<file path="src/rtl/hack_pkg.sv">
// Shared Hack CPU definitions: datapath widths, fetch FSM states and the
// default ROM start address.
package hack_pkg;

   localparam int ADDR_W = 15;
   localparam int WORD_W = 16;

   localparam logic [ADDR_W-1:0] RESET_PC_DEFAULT = 15'h0000;

   typedef enum logic {
      WAIT_ROM = 1'b0,
      RUN      = 1'b1
   } fetch_state_e;

endpackage

</file>
<file path="src/rtl/hack_fetch_skid.sv">
// Two-entry FIFO of {pc, instr} that catches ROM read data while the fetch
// output register is stalled. Push and pop may happen in the same cycle.
module hack_fetch_skid
   import hack_pkg::*;
(
   input  logic              clk,
   input  logic              reset_n,
   input  logic              push,
   input  logic [ADDR_W-1:0] push_pc,
   input  logic [WORD_W-1:0] push_instr,
   input  logic              pop,
   input  logic              flush,
   output logic [1:0]        count,
   output logic [ADDR_W-1:0] head_pc,
   output logic [WORD_W-1:0] head_instr
);

   logic [ADDR_W-1:0] entry_pc_q [2];
   logic [ADDR_W-1:0] entry_pc_d [2];
   logic [WORD_W-1:0] entry_instr_q [2];
   logic [WORD_W-1:0] entry_instr_d [2];
   logic              rd_ptr_q, rd_ptr_d;
   logic              wr_ptr_q, wr_ptr_d;
   logic [1:0]        count_q, count_d;

   // Next-state for pointers, occupancy and storage.
   always_comb begin
      entry_pc_d    = entry_pc_q;
      entry_instr_d = entry_instr_q;
      rd_ptr_d      = rd_ptr_q;
      wr_ptr_d      = wr_ptr_q;
      count_d       = count_q;
      if (flush) begin
         rd_ptr_d = 1'b0;
         wr_ptr_d = 1'b0;
         count_d  = 2'd0;
      end else begin
         if (push) begin
            entry_pc_d[wr_ptr_q]    = push_pc;
            entry_instr_d[wr_ptr_q] = push_instr;
            wr_ptr_d                = ~wr_ptr_q;
         end else begin
            wr_ptr_d = wr_ptr_q;
         end
         if (pop) begin
            rd_ptr_d = ~rd_ptr_q;
         end else begin
            rd_ptr_d = rd_ptr_q;
         end
         case ({push, pop})
            2'b10:   count_d = count_q + 2'd1;
            2'b01:   count_d = count_q - 2'd1;
            default: count_d = count_q;
         endcase
      end
   end

   // FIFO state registers.
   always_ff @(posedge clk or negedge reset_n) begin
      if (!reset_n) begin
         entry_pc_q[0]    <= 15'h0000;
         entry_pc_q[1]    <= 15'h0000;
         entry_instr_q[0] <= 16'h0000;
         entry_instr_q[1] <= 16'h0000;
         rd_ptr_q         <= 1'b0;
         wr_ptr_q         <= 1'b0;
         count_q          <= 2'd0;
      end else begin
         entry_pc_q    <= entry_pc_d;
         entry_instr_q <= entry_instr_d;
         rd_ptr_q      <= rd_ptr_d;
         wr_ptr_q      <= wr_ptr_d;
         count_q       <= count_d;
      end
   end

   assign count      = count_q;
   assign head_pc    = entry_pc_q[rd_ptr_q];
   assign head_instr = entry_instr_q[rd_ptr_q];

endmodule

</file>
<file path="src/rtl/hack_fetch.sv">
// Hack CPU instruction fetch: waits for the ROM loader, then streams
// instructions to execute over valid/ack, hiding the 1-cycle SPRAM latency.
// Optional feature macro HACK_FETCH_SKID_EN: stalled read data is parked in
// a 2-entry skid buffer instead of re-reading the ROM, which removes the
// instr_ack -> rom_raddr combinational path.
module hack_fetch
   import hack_pkg::*;
#(
   parameter logic [ADDR_W-1:0] RESET_PC = RESET_PC_DEFAULT
) (
   input  logic              clk,
   input  logic              reset_n,
   input  logic              rom_ready,
   output logic [ADDR_W-1:0] rom_raddr,
   input  logic [WORD_W-1:0] rom_rdata,
   output logic [WORD_W-1:0] instr,
   output logic [ADDR_W-1:0] instr_pc,
   output logic              instr_valid,
   input  logic              instr_ack,
   input  logic              jump_valid,
   input  logic [ADDR_W-1:0] jump_target
);

   fetch_state_e      state_q, state_d;
   logic [ADDR_W-1:0] pc_q, pc_d;
   logic              inflight_q, inflight_d;
   logic [ADDR_W-1:0] inflight_pc_q, inflight_pc_d;
   logic              out_valid_q, out_valid_d;
   logic [WORD_W-1:0] out_instr_q, out_instr_d;
   logic [ADDR_W-1:0] out_pc_q, out_pc_d;
   logic [ADDR_W-1:0] rom_raddr_s;
   logic              accept;
   logic              out_free;

`ifdef HACK_FETCH_SKID_EN
   logic              skid_push, skid_pop, skid_flush, issue_ok;
   logic [1:0]        skid_count;
   logic [ADDR_W-1:0] skid_head_pc;
   logic [WORD_W-1:0] skid_head_instr;

   hack_fetch_skid u_skid (
      .clk        (clk),
      .reset_n    (reset_n),
      .push       (skid_push),
      .push_pc    (inflight_pc_q),
      .push_instr (rom_rdata),
      .pop        (skid_pop),
      .flush      (skid_flush),
      .count      (skid_count),
      .head_pc    (skid_head_pc),
      .head_instr (skid_head_instr)
   );
`else
   logic              stall;
`endif

   // FSM next state, issue/capture/replay datapath and ROM address.
   always_comb begin
      state_d       = state_q;
      pc_d          = pc_q;
      inflight_d    = inflight_q;
      inflight_pc_d = inflight_pc_q;
      out_valid_d   = out_valid_q;
      out_instr_d   = out_instr_q;
      out_pc_d      = out_pc_q;
      rom_raddr_s   = 15'h0000;
      accept        = out_valid_q & instr_ack;
      out_free      = ~out_valid_q | accept;
`ifdef HACK_FETCH_SKID_EN
      skid_push  = 1'b0;
      skid_pop   = 1'b0;
      skid_flush = 1'b0;
      // Leave room for whatever is already in flight.
      issue_ok   = (skid_count == 2'd0) | ((skid_count == 2'd1) & ~inflight_q);
`else
      stall      = inflight_q & ~out_free;
`endif
      case (state_q)
         WAIT_ROM: begin
            if (rom_ready) begin
               state_d = RUN;
            end else begin
               state_d = WAIT_ROM;
            end
         end
         RUN: begin
`ifdef HACK_FETCH_SKID_EN
            rom_raddr_s = pc_q;
`else
            rom_raddr_s = stall ? inflight_pc_q : pc_q;
`endif
            if (!rom_ready) begin
               // ROM is being reloaded: drop everything and restart later.
               state_d       = WAIT_ROM;
               pc_d          = RESET_PC;
               inflight_d    = 1'b0;
               inflight_pc_d = 15'h0000;
               out_valid_d   = 1'b0;
               out_instr_d   = 16'h0000;
               out_pc_d      = 15'h0000;
`ifdef HACK_FETCH_SKID_EN
               skid_flush    = 1'b1;
`endif
            end else if (jump_valid) begin
               // Redirect wins over everything; this cycle's read is discarded.
               out_valid_d = 1'b0;
               inflight_d  = 1'b0;
               pc_d        = jump_target;
`ifdef HACK_FETCH_SKID_EN
               skid_flush  = 1'b1;
`endif
            end else begin
`ifdef HACK_FETCH_SKID_EN
               if (out_free) begin
                  if (skid_count != 2'd0) begin
                     // Oldest data lives in the buffer; new data queues behind.
                     out_valid_d = 1'b1;
                     out_instr_d = skid_head_instr;
                     out_pc_d    = skid_head_pc;
                     skid_pop    = 1'b1;
                     skid_push   = inflight_q;
                  end else if (inflight_q) begin
                     out_valid_d = 1'b1;
                     out_instr_d = rom_rdata;
                     out_pc_d    = inflight_pc_q;
                  end else if (accept) begin
                     out_valid_d = 1'b0;
                  end else begin
                     out_valid_d = out_valid_q;
                  end
               end else begin
                  skid_push = inflight_q;
               end
               if (issue_ok) begin
                  inflight_d    = 1'b1;
                  inflight_pc_d = pc_q;
                  pc_d          = pc_q + 15'd1;
               end else begin
                  inflight_d    = 1'b0;
               end
`else
               if (stall) begin
                  // Output busy: re-read the same word next cycle.
                  inflight_d = 1'b1;
                  pc_d       = pc_q;
               end else begin
                  if (inflight_q) begin
                     out_valid_d = 1'b1;
                     out_instr_d = rom_rdata;
                     out_pc_d    = inflight_pc_q;
                  end else if (accept) begin
                     out_valid_d = 1'b0;
                  end else begin
                     out_valid_d = out_valid_q;
                  end
                  inflight_d    = 1'b1;
                  inflight_pc_d = pc_q;
                  pc_d          = pc_q + 15'd1;
               end
`endif
            end
         end
         default: begin
            state_d = WAIT_ROM;
         end
      endcase
   end

   // State, program counter, in-flight tracking and output registers.
   always_ff @(posedge clk or negedge reset_n) begin
      if (!reset_n) begin
         state_q       <= WAIT_ROM;
         pc_q          <= RESET_PC;
         inflight_q    <= 1'b0;
         inflight_pc_q <= 15'h0000;
         out_valid_q   <= 1'b0;
         out_instr_q   <= 16'h0000;
         out_pc_q      <= 15'h0000;
      end else begin
         state_q       <= state_d;
         pc_q          <= pc_d;
         inflight_q    <= inflight_d;
         inflight_pc_q <= inflight_pc_d;
         out_valid_q   <= out_valid_d;
         out_instr_q   <= out_instr_d;
         out_pc_q      <= out_pc_d;
      end
   end

   assign rom_raddr   = rom_raddr_s;
   assign instr       = out_instr_q;
   assign instr_pc    = out_pc_q;
   assign instr_valid = out_valid_q;

endmodule

</file>
<file path="config.mk">
export PLATFORM = sky130hd
export DESIGN_NAME = hack_fetch
export DESIGN_NICKNAME = d
export VERILOG_FILES = /design/src/rtl/hack_pkg.sv /design/src/rtl/hack_fetch_skid.sv /design/src/rtl/hack_fetch.sv
export SDC_FILE = /design/constraint.sdc
export NUM_CORES = 1
export LEC_CHECK = 0
export ABC_CLOCK_PERIOD_IN_PS = 2320
export BUFFER_PORTS_ARGS = -buffer_cell sky130_fd_sc_hd__buf_4
export CAP_MARGIN = 10
export CORE_AREA = 2 2 94 96
export CTS_BUF_LIST = sky130_fd_sc_hd__clkbuf_4
export DETAILED_ROUTE_END_ITERATION = 10
export DIE_AREA = 0 0 96 98
export PLACE_DENSITY_LB_ADDON = 0.1
export SLEW_MARGIN = 20
export SYNTH_ARGS = -nofsm -noshare
export SYNTH_HDL_FRONTEND = slang
export SYNTH_SLANG_ARGS = --single-unit
</file>
<file path="constraint.sdc">
create_clock -name clk -period 2.32 [get_ports clk]
set_input_delay 0.232 -clock clk [delete_from_list [all_inputs] [get_ports clk]]
set_output_delay 0.232 -clock clk [all_outputs]
set_load 0.01 [all_outputs]
</file>
Yosys cells after proc, flatten, opt, wreduce, memory -nomap -nowiden --
Cells that the tools add are included.
Operators by class: equality and inequality tests 5, multiplexer cells 23, bitwise logic cells 5, add/subtract/negate cells 1, reductions and logical operators 4
Operators by type and width (number):
- $mux W15 | 11
- $mux W16 | 4
- $add A15 B1 Y15 const B | 1
- $mux W1 | 8
- $ne A2 B2 Y1 const B | 2
- $ne A4 B1 Y1 const B | 1
- $reduce_and A2 Y1 | 2
- $reduce_and A4 Y1 | 1
- $ne A3 B3 Y1 const B | 1
- $reduce_and A3 Y1 | 1
- $and A1 B1 Y1 | 2
- $ne A2 B1 Y1 const B | 1
- $not A1 Y1 | 2
- $or A1 B1 Y1 | 1
Word-level totals: output and inout port bits 47, register bits 64, input bits 36, word-level logic and storage cells 45

Depth between registers and ports, before layout --
Gate-level depths: netlist of the first run.
depth in word-level cells 7, gate-level depth with buffers 6, mapped depth without buffers 5

Least setup slack after synthesis of the first run --
OpenSTA, ideal clock, no wires.
path type register -> register, start register out_valid_q, in the netlist instr_valid, end register pc_q[11], buffers on the path 0, arrival 1.586 ns, clock period less this slack 1.710 ns, path slack 0.610 ns, cell stages (with the launch flop) 5, library setup time 0.124 ns, required time 2.196 ns, cell sequence dfrtp_1 > and3b_1 > or4_4 > a21bo_1 > a211o_1
On the way: longest elaborated chain between the ends 6, elaborated cells between the ends (all ways) 7, those cells by class 1 x eq/ne; 5 x bitwise; 1 x reduce/logical
RTL lines:
- start, declared | RTL line hack_fetch.sv:28 | logic out_valid_q, out_valid_d;
- start signal, assigned | RTL line hack_fetch.sv:184 | out_valid_q <= out_valid_d;
- $and A1 B1 Y1 or $not A1 Y1 (tied branches) | RTL line hack_fetch.sv:67, hack_fetch.sv:68
- $or A1 B1 Y1 (*) | RTL line hack_fetch.sv:68 | out_free = ~out_valid_q | accept;
- $not A1 Y1 (*) | RTL line hack_fetch.sv:76 | stall = inflight_q & ~out_free;
- $and A1 B1 Y1 (*) | RTL line hack_fetch.sv:76
- $ne A3 B3 Y1 (no source line) (*)
- $reduce_and A2 Y1 (no source line) (*)
- end signal, assigned | RTL line hack_fetch.sv:181 | pc_q <= pc_d;
- end, declared | RTL line hack_fetch.sv:25 | logic [ADDR_W-1:0] pc_q, pc_d;
Every way passes the cells marked *; elsewhere a longest branch is shown, timed or not. A chain may end at the register's enable or synchronous reset.

Worst setup path in the final report of the first run --
start register out_valid_q, in the netlist instr_valid, end output rom_raddr[5]
On the way: longest elaborated chain between the ends 6, elaborated cells between the ends (all ways) 7, those cells by class 2 x mux; 5 x bitwise
RTL lines:
- $and A1 B1 Y1 or $not A1 Y1 (tied branches) | RTL line hack_fetch.sv:67, hack_fetch.sv:68
- $or A1 B1 Y1 (*) | RTL line hack_fetch.sv:68
- $not A1 Y1 (*) | RTL line hack_fetch.sv:76
- $and A1 B1 Y1 (*) | RTL line hack_fetch.sv:76
- $mux W15 (*)
- $mux W15 (*) | RTL line hack_fetch.sv:78 | case (state_q)
- end, declared | RTL line hack_fetch.sv:14 | output logic [ADDR_W-1:0] rom_raddr,
Marked as above.

==> results of run 1 <==
[per-stage QoR]
stage | area (um2) | hold WS, ns
2_1_floorplan | 3272 | -0.06359
3_3_place_gp | 4029 | 0.3909
3_5_place_dp | 4029 | 0.3876
4_1_cts | 4184 | 0.04520
5_1_grt | 4184 | 0.03205
6_report | 4184 | 0.06641
[report_power, final]
| group | total, uW | internal, uW | switching (uW) |
|---|---|---|---|
| registers | 1300 | 1200 | 97.4 |
| clock network | 787 | 343 | 443 |
| logic | 452 | 228 | 223 |
| total | 2540 | 1780 | 764 |
[routing by layer]
metal,track usage,routed length (um)
met1,0.2555,3904
met2,0.3098,4009
met3,0.04938,438
met4,0.04945,90
met5,0,0
[final timing paths]
path | end | cells after the start | slack, ns | startpoint
max | rom_raddr[5] | 5 | 0.21 | instr_valid
min | instr[14] | 3 | 0.07 | rom_rdata[14]
max reg2reg | pc_q[11] | 4 | 0.44 | pc_q[3]
min reg2reg | instr_pc[5] | 2 | 0.53 | instr_pc[5]
max in group asynchronous | instr_pc[6] | 2 | 1.33 | reset_n
min in group asynchronous | instr[5] | 2 | 0.45 | reset_n
[repair_timing]
item | 4_1_cts | 5_1_grt
hold endpoints to repair | 64 | 0
setup buffers | 0 | 0
hold buffers | 1 | 0
setup endpoints to repair | 0 | 0
[area by class of cell]
class | count | area [um2] | share of cell area
tap | 108 | 135.1 | 0.03230
sequential | 64 | 1602 | 0.3828
multi-input combinational | 232 | 1450 | 0.3466
timing repair buffer | 94 | 720.7 | 0.1722
clock inverter | 6 | 70.07 | 0.01675
clock buffer | 10 | 75.07 | 0.01794
inverter | 35 | 131.4 | 0.03140
[cells in the final DEF (no fill, tap or decap), types with 2 or more instances in the layout]
cell,n
buf_4,92
nand2_1,74
dfrtp_1,64
inv_1,35
mux2i_1,31
o21ai_0,17
a21boi_0,15
a22o_1,14
nor2_1,11
clkbuf_4,10
a22oi_1,7
a21oi_1,6
nand3_1,5
nor4_1,5
o2bb2ai_1,5
nor3_1,5
o31ai_1,4
and3_1,4
nor2b_1,3
clkinvlp_4,3
nand3b_1,2
nand2b_1,2
nand4_1,2
and2_1,2
clkinv_4,2
[sequential cells by signal, indices dropped and copies added, names as in the netlist]
register       flops
instr_pc          15
pc_q              15
inflight_pc_q     15
inflight_q         1
state_q            1
instr_valid        1
instr             16
[kinds of logic (layout without fill, tap and decap cells)]
logic type / Yosys count / after routing
AO/OA/AOI/OAI: 77 / 77
multiplexers: 32 / 32
AND/OR/NAND/NOR: 122 / 122
flip-flops: 64 / 64
buffers and inverters: 54 / 145
adder cells (fa/ha/maj): 1 / 1
[worst max-delay path: stages (launching register included)]
cell and delay [ns]:
dfrtp_1 0.41, and3b_1 0.30, buf_4 0.22, nand2_1 0.06, a21boi_0 0.28, buf_4 0.19
==> summary.txt, run 1 <==
Status: complete, no violations
Final worst slack: 0.2128 ns
Period minus WS final: 2.107 ns
Ranking of synthesized cells by area: dfrtp_1 49%, mux2i_1 9.5%, nand2_1 8.6%
Die Y: 98 um
Leak Pwr: 0.002081 uW
Worst setup EP type: primary output
Slew @ Worst Pin: 0.8282 ns
CTS Sinks: 64
CTS root buf: clkbuf_4
Vias in the first global route: 2865
Class of the worst hold path: input pin to register
Adder-cell share of the synthesized area: 0.003824
IO buf count: 82
Diode count: 0
Commonest cells in the netlist: 75 x nand2_1, 64 x dfrtp_1, 35 x inv_1
Count of cell types in the netlist: 43
Clock buffer count from CTS: 9
Max VDD drop: 0.3275 mV
H-tree depth: 3
Endpoints failing hold: 0
Clk_lat worst skew: 0.41 ns
Final core utilization: 0.4942
EDFF count, synth: 0
Detail Route Antenna Nets: 0
Cell Count, Final, Fillers Out: 549
Max clock buf depth: 2
Mux share of post-synthesis cell area: 0.09828
Total die area: 0.009408 mm2
HPWL after DPL: 5873 um
Overall Power: 2541 uW
Fillers: 842
Layout cells sized above 1: 0.2608
Pin count of the biggest net entering global routing: 65
Register area share after synthesis: 0.4895
Main synth FF type: dfrtp_1
Pwr Density: 607.2 mW/mm2
CTS tree: yes
Grt ovf: 0
Total Neg Setup Slack: 0 ns
RePlAce Congestion: 0.8522
WS Path Type: register to primary output
Post-synthesis simple-gate area fraction: 0.1728
Initial core utilization: 0.3865
Max-Cap Viols: 0
DP Cell Count: 532
RSZ-0062 raised after global routing: no
Total global-route track usage: 0.1919
Fin. max-slew vios: 0
Leading area contributor after synthesis: dfrtp_1
Setup-failing EPs final: 0
Syn Nets: 387
Largest fanout on the critical path: 10
Final period util: 0.9083
Async set-or-reset flop fraction in the synthesized netlist: 1.000
Detailed Route WL: 8442 um
Clock Pin Slew Worst Setup and Hold Paths: 0.12 ns
Synth top area share: 0.4895
Die W: 96 um
Worst Path Required: 2.09 ns
XOR/XNOR share of the synthesized area: 0
Slew headroom: 0.4479
Mapped cell area: 0.003272 mm2
Pre-CTS setup slack: 0.4672 ns
Cell with the most instances after synthesis: nand2_1
Vias/cell: 5.138
DR WL/cell: 15.38 um
Yosys Warn Count: 0
Resize count post-CTS: 0
First-pass GRT wire length: 13930 um
Largest family of logic cells by synthesized area: simple AND/OR/NAND/NOR gates
Mapped Cells: 350
Clock skew: 0.01414 ns
Nets@finish: 473
Yosys reg bits: 64
Vias: 2821
Area Overhead vs Synth: 27.88%
# DRC: 0
Compound-Gate Fraction of Synth Area: 0.1675
Crit path DAT: 1.88 ns
Startpoint types: register
Drt pass-1 iters: 5
Core Region: 0.008466 mm2
# IOs: 83
Initial antenna violation count: 0
Fmax: 474.6 MHz
Initial DRC Count: 98
Avg Cell Area, Syn: 9.348 um2
# rows: 34
Note: power is estimated with default switching activity, not from simulation.
==> run 2: changes to the inputs <==
ABC_CLOCK_PERIOD_IN_PS = 1840   (was 2320)
clock period = 1.84 ns   (was 2.32 ns; I/O delays follow)
==> summary.txt, run 2 (same netlist as run 1, synthesis figures left out) <==
Commonest non-fill, non-tap cell in the layout: buf_4
Clock buffer count from CTS: 9 (unchanged)
Delay-heaviest family, CP: simple AND/OR/NAND/NOR gates
Total Neg Setup Slack: 0 ns (unchanged)
Initial DRC Count: 92 (-6.1%)
Initial core utilization: 0.3865 (unchanged)
Setup-failing EPs final: 0 (unchanged)
Startpoint types: register
Worst setup EP type: register
Total net switching power: 949.4 uW (+24%)
Largest fanout on the critical path: 3 (-7)
Total global-route track usage: 0.1911 (-0.0007899)
Max clock buf depth: 2 (unchanged)
CP peak stage delay: 0.54 ns (+0.13 ns)
Max VDD drop: 0.3088 mV (-5.7%)
Leak Pwr: 0.002211 uW (+6.3%)
Most frequent cells in the layout: 108 x buf_4, 73 x nand2_1, 62 x dfrtp_1, 35 x inv_1, 31 x mux2i_1
Met2 WL: 4195 um (+4.6%)
Slew headroom: 0.6719 (+0.2240)
Hold path depth: 1 (-2)
# DRC: 0 (unchanged)
Worst Path Required: 2.13 ns (+0.04 ns)
Grt ovf: 0 (unchanged)
DR WL/cell: 15.09 um (-1.9%)
CTS Sinks: 64 (unchanged)
Die Y: 98 um (unchanged)
HPWL after DPL: 6225 um (+6.0%)
Class of the worst hold path: input pin to register
IO buf count: 82 (unchanged)
Fmax: 559.8 MHz
Final period util: 0.9709
Pin count of the biggest net entering global routing: 37 (-43%)
Slowest cell on crit path: or4_4
# IOs: 83 (unchanged)
Layout cells sized above 1: 0.3032 (+0.04245)
Diode count: 0 (unchanged)
Final hold slack: 0.02800 ns (-0.03840 ns)
# rows: 34 (unchanged)
Max-Cap Viols: 0 (unchanged)
Drt pass-1 iters: 4 (-1)
Fin. max-slew vios: 0 (unchanged)
Clock skew: 0.01721 ns (+0.003075 ns)
Core Region: 0.008466 mm2 (unchanged)
CTS root buf: clkbuf_4
Power share of the clock group: 0.297 (-0.013)
Sw Share: 0.2942 (-0.006482)
Initial antenna violation count: 0 (unchanged)
Total die area: 0.009408 mm2 (unchanged)
Clk_lat worst skew: 0.40 ns (about the same)
RePlAce Congestion: 0.8571 (+0.57%)
Vias: 2907 (+3.0%)
Vias/cell: 5.073 (-1.3%)
DP Cell Count: 549 (+3.2%)
Status: complete, no violations
Final core utilization: 0.5207 (+0.02646)
Nets@finish: 497 (+5.1%)
Period minus WS final: 1.786 ns
Vias in the first global route: 2858 (-0.24%)
WS Path Type: register to register
Cell Count, Final, Fillers Out: 573 (+4.4%)
First-pass GRT wire length: 13960 um (+0.19%)
Max FFs per register: 16 (unchanged)
Combinational power share: 0.203 (+0.025)
Cells on worst reg2reg path: 4 (unchanged)
Endpoints failing hold: 0 (unchanged)
Top Metal Used: met4
Seq pwr share: 0.500 (-0.013)
CP Depth: 4 (-1)
Detail Route Antenna Nets: 0 (unchanged)
Wl on met1: 3910 um (+0.15%)
Slew @ Worst Pin: 0.4922 ns (-0.3360 ns)
Buf/Inv on CP: 0 (-2)
Pwr Density: 732.0 mW/mm2 (+21%)
Detailed Route WL: 8646 um (+2.4%)
Area Overhead vs Synth: 34.72%
Met3 Routed Length: 429 um (-2.1%)
CTS tree: yes
Die W: 96 um (unchanged)
H-tree depth: 3 (unchanged)
P_int: 2277 uW (+28%)
Clock Pin Slew Worst Setup and Hold Paths: 0.11 ns (about the same)
Fillers: 822 (-2.4%)
Crit path DAT: 2.07 ns (+0.19 ns)
Crit-path cells: and3b_2, or4_4, a21bo_1, a211o_1
==> run 2: cell types whose count changed in the layout (fill, tap and decap cells not counted), moves of 2 or more <==
| cell | change |
|---|---|
| clkinv_4 | -2 |
| a21boi_2 | +3 |
| a21boi_0 | -11 |
| dfrtp_2 | +2 |
| dlygate4sd3_1 | +5 |
| buf_4 | +16 |
| clkinv_2 | +3 |
| dfrtp_1 | -2 |
| a21boi_1 | +8 |
==> run 2: final cells by class <==
class | count | area [um2] | share of cell area
clock inverters | 6 | 60.06 | 0.01362
well taps | 108 | 135.1 | 0.03066
clock buffers | 10 | 75.07 | 0.01703
inverters | 35 | 131.4 | 0.02980
repair buffers | 118 | 937.1 | 0.2126
multi-input cells | 232 | 1465 | 0.3324
flip-flops and latches | 64 | 1604 | 0.3639
==> run 2: routing by layer <==
layer / global-route usage / vias up
met5: 0 / -
met1: 0.2489 / 1392
li1: - / 1423
met4: 0.06813 / 0
met2: 0.3141 / 82
met3: 0.03627 / 10
==> run 2: path summary, 6_finish.rpt <==
check / from / end / slack, ns
min in group asynchronous: reset_n / instr[5] / 0.28
max in group asynchronous: reset_n / instr_pc[2] / 1.02
hold / removal: rom_ready / state_q / 0.03
setup reg to reg: inflight_q / pc_q[11] / 0.05
hold reg to reg: instr_pc[2] / instr_pc[2] / 0.52
setup / recovery: inflight_q / pc_q[11] / 0.05
==> run 2: power groups by stage <==
stage	clock [uW]	sequential, uW	combinational (uW)
finish	959	1610	655
CTS	987	1610	657
detailed placement	0	1640	643
floorplan	0	1660	270
global route	1050	1630	728
global placement	0	1640	636
==> run 2: worst register-to-register path: stages (launching register included) <==
cell,delay (ns)
dfrtp_1,0.41
and3b_2,0.25
or4_4,0.54
a21bo_1,0.20
a211o_1,0.28
==> run 2: through the flow <==
stage	total power (uW)	cell area, um2	worst slack [ns]
final	3227	4408	0.05351
after global routing	3411	4408	-0.002529
after CTS	3257	4362	0.003400
after detailed placement	2285	4169	0.09590
after global placement	2272	4169	0.1049
after floorplan	1929	3272	0.1304
==> run 2: repair_timing <==
| action | 4_1_cts | 5_1_grt |
|---|---|---|
| gates resized for setup | 11 | 10 |
| endpoints found under the hold margin | 38 | 2 |
| hold buffers | 4 | 2 |
| endpoints found under the setup margin | 15 | 16 |
| buffers inserted | 1 | 1 |
==> run 3: changes to the inputs <==
RECOVER_POWER = 100   (was default)
==> summary.txt, run 3 (same netlist as run 1, synthesis figures left out) <==
Pin count of the biggest net entering global routing: 37 (unchanged)
Worst Path Required: 2.13 ns (about the same)
Overall Power: 3166 uW (-1.9%)
Worst setup EP type: register
Total Neg Setup Slack: 0 ns (unchanged)
Endpoints failing hold: 0 (unchanged)
Clock skew: 0.01683 ns (-0.0003886 ns)
Final period util: 0.9698 (-0.001118)
DR WL/cell: 15.31 um (+1.4%)
Crit path DAT: 2.07 ns (about the same)
Vias in the first global route: 2858 (unchanged)
CTS tree: yes
Fin. max-slew vios: 0 (unchanged)
Period minus WS final: 1.784 ns (-0.002057 ns)
Final worst slack: 0.05557 ns (+0.002057 ns)
Max clock buf depth: 2 (unchanged)
Initial core utilization: 0.3865 (unchanged)
Status: complete, no violations
Hold path endpoint: instr[2]
# IOs: 83 (unchanged)
Clk_lat worst skew: 0.40 ns (about the same)
# rows: 34 (unchanged)
Max-Cap Viols: 0 (unchanged)
Max VDD drop: 0.3080 mV (-0.25%)
Setup-failing EPs final: 0 (unchanged)
Drt pass-1 iters: 4 (unchanged)
Total die area: 0.009408 mm2 (unchanged)
Vias/cell: 5.141 (+1.3%)
Detail Route Antenna Nets: 0 (unchanged)
Most frequent cells in the layout: 73 x nand2_1, 72 x buf_4, 62 x dfrtp_1, 35 x inv_1, 35 x clkbuf_1
IO buf count: 82 (unchanged)
Vias: 2946 (+1.3%)
Core Region: 0.008466 mm2 (unchanged)
Layout cells sized above 1: 0.2280 (-0.07527)
Diode count: 0 (unchanged)
Grt ovf: 0 (unchanged)
CTS Sinks: 64 (unchanged)
Clock Pin Slew Worst Setup and Hold Paths: 0.12 ns (about the same)
Slew headroom: 0.3802 (-0.2917)
HP Start: rom_rdata[2]
Clock buffer count from CTS: 9 (unchanged)
Hold path depth: 3 (+2)
Cells on worst reg2reg path: 4 (unchanged)
Class of the worst hold path: input pin to register
Max FFs per register: 16 (unchanged)
H-tree depth: 3 (unchanged)
Die Y: 98 um (unchanged)
Leak Pwr: 0.002065 uW (-6.6%)
# DRC: 0 (unchanged)
Fmax: 560.4 MHz (+0.12%)
Commonest non-fill, non-tap cell in the layout: nand2_1
CTS root buf: clkbuf_4
HPWL after DPL: 6225 um (unchanged)
WS Path Type: register to register
Die W: 96 um (unchanged)
First-pass GRT wire length: 13960 um (unchanged)
Multi-input logic area: 0.001465 mm2 (unchanged)
Fillers: 871 (+6.0%)
Pwr Density: 743.0 mW/mm2 (+1.5%)
Slew @ Worst Pin: 0.9297 ns (+0.4375 ns)
Largest fanout on the critical path: 3 (unchanged)
Startpoint types: register
Startpoint of the worst-slack reg-to-reg timing path: inflight_q
Initial antenna violation count: 0 (unchanged)
Nets@finish: 497 (unchanged)
Detailed Route WL: 8771 um (+1.4%)
Area Overhead vs Synth: 30.25%
Initial DRC Count: 66 (-28%)
Pre-CTS setup slack: 0.09590 ns (unchanged)
FF/Latch Area: 0.001604 mm2 (unchanged)
Reg2reg end: pc_q[11]
RePlAce Congestion: 0.8571 (unchanged)
R2R setup slack: 0.06 ns (about the same)
Total global-route track usage: 0.1911 (unchanged)
## run 3: cell types whose count changed in the layout (fill, tap and decap cells not counted), sizes merged
cell / change
clkbuf: +37
buf: -37
## run 3: report_power, final
part,internal (uW),switching [uW]
Clock,422,533
Combinational,277,322
Sequential,1520,92.2
Total,2220,947
## run 3: area by class of cell
| class | count | area share |
|---|---|---|
| timing repair buffer | 118 | 0.1856 |
| tap | 108 | 0.03171 |
| clock inverter | 6 | 0.01409 |
| clock buffer | 10 | 0.01762 |
| sequential | 64 | 0.3764 |
| multi-input combinational | 232 | 0.3438 |
| inverter | 35 | 0.03083 |
## run 3: how the worst max path moves through the flow
stage | start | end | slack (ns) | cells past startpoint
finish | inflight_q | pc_q[11] | 0.06 | 4
global route | inflight_q | rom_raddr[1] | -0.003 | 5
CTS | inflight_q | rom_raddr[2] | 0.003 | 5
detailed placement | instr_valid | pc_q[11] | 0.1 | 4
global placement | instr_valid | pc_q[11] | 0.10 | 4
floorplan | instr_valid | pc_q[11] | 0.13 | 4
## run 3: repair_timing
item,in CTS,in global routing
setup buffers,1,1
endpoints found under the hold margin,38,2
hold buffers,4,2
resized for setup,11,10
setup endpoints to repair,15,16
## run 3: routing by layer
layer  routed length, um  vias up  track usage
li1                    -     1429            -
met1                4001     1417       0.2489
met2                4215       90       0.3141
met3                 442       10      0.03627
met4                 110        0      0.06813
met5                   0        -            0
## run 3: critical path, stage by stage (launching register included)
cell	delay, ns
dfrtp_1	0.41
and3b_2	0.25
or4_4	0.54
a21bo_1	0.20
a211o_1	0.28
## run 3: per-stage QoR
step | utilization | hold slack (ns) | std cells | area [um2]
2_1_floorplan | - | -0.1116 | 350 | 3272
3_3_place_gp | 0.4925 | 0.1798 | 549 | 4169
3_5_place_dp | 0.4925 | 0.1828 | 549 | 4169
4_1_cts | 0.5152 | 0.00008957 | 570 | 4362
5_1_grt | 0.5034 | 0.0005351 | 573 | 4262
6_report | 0.5034 | 0.03251 | 573 | 4262
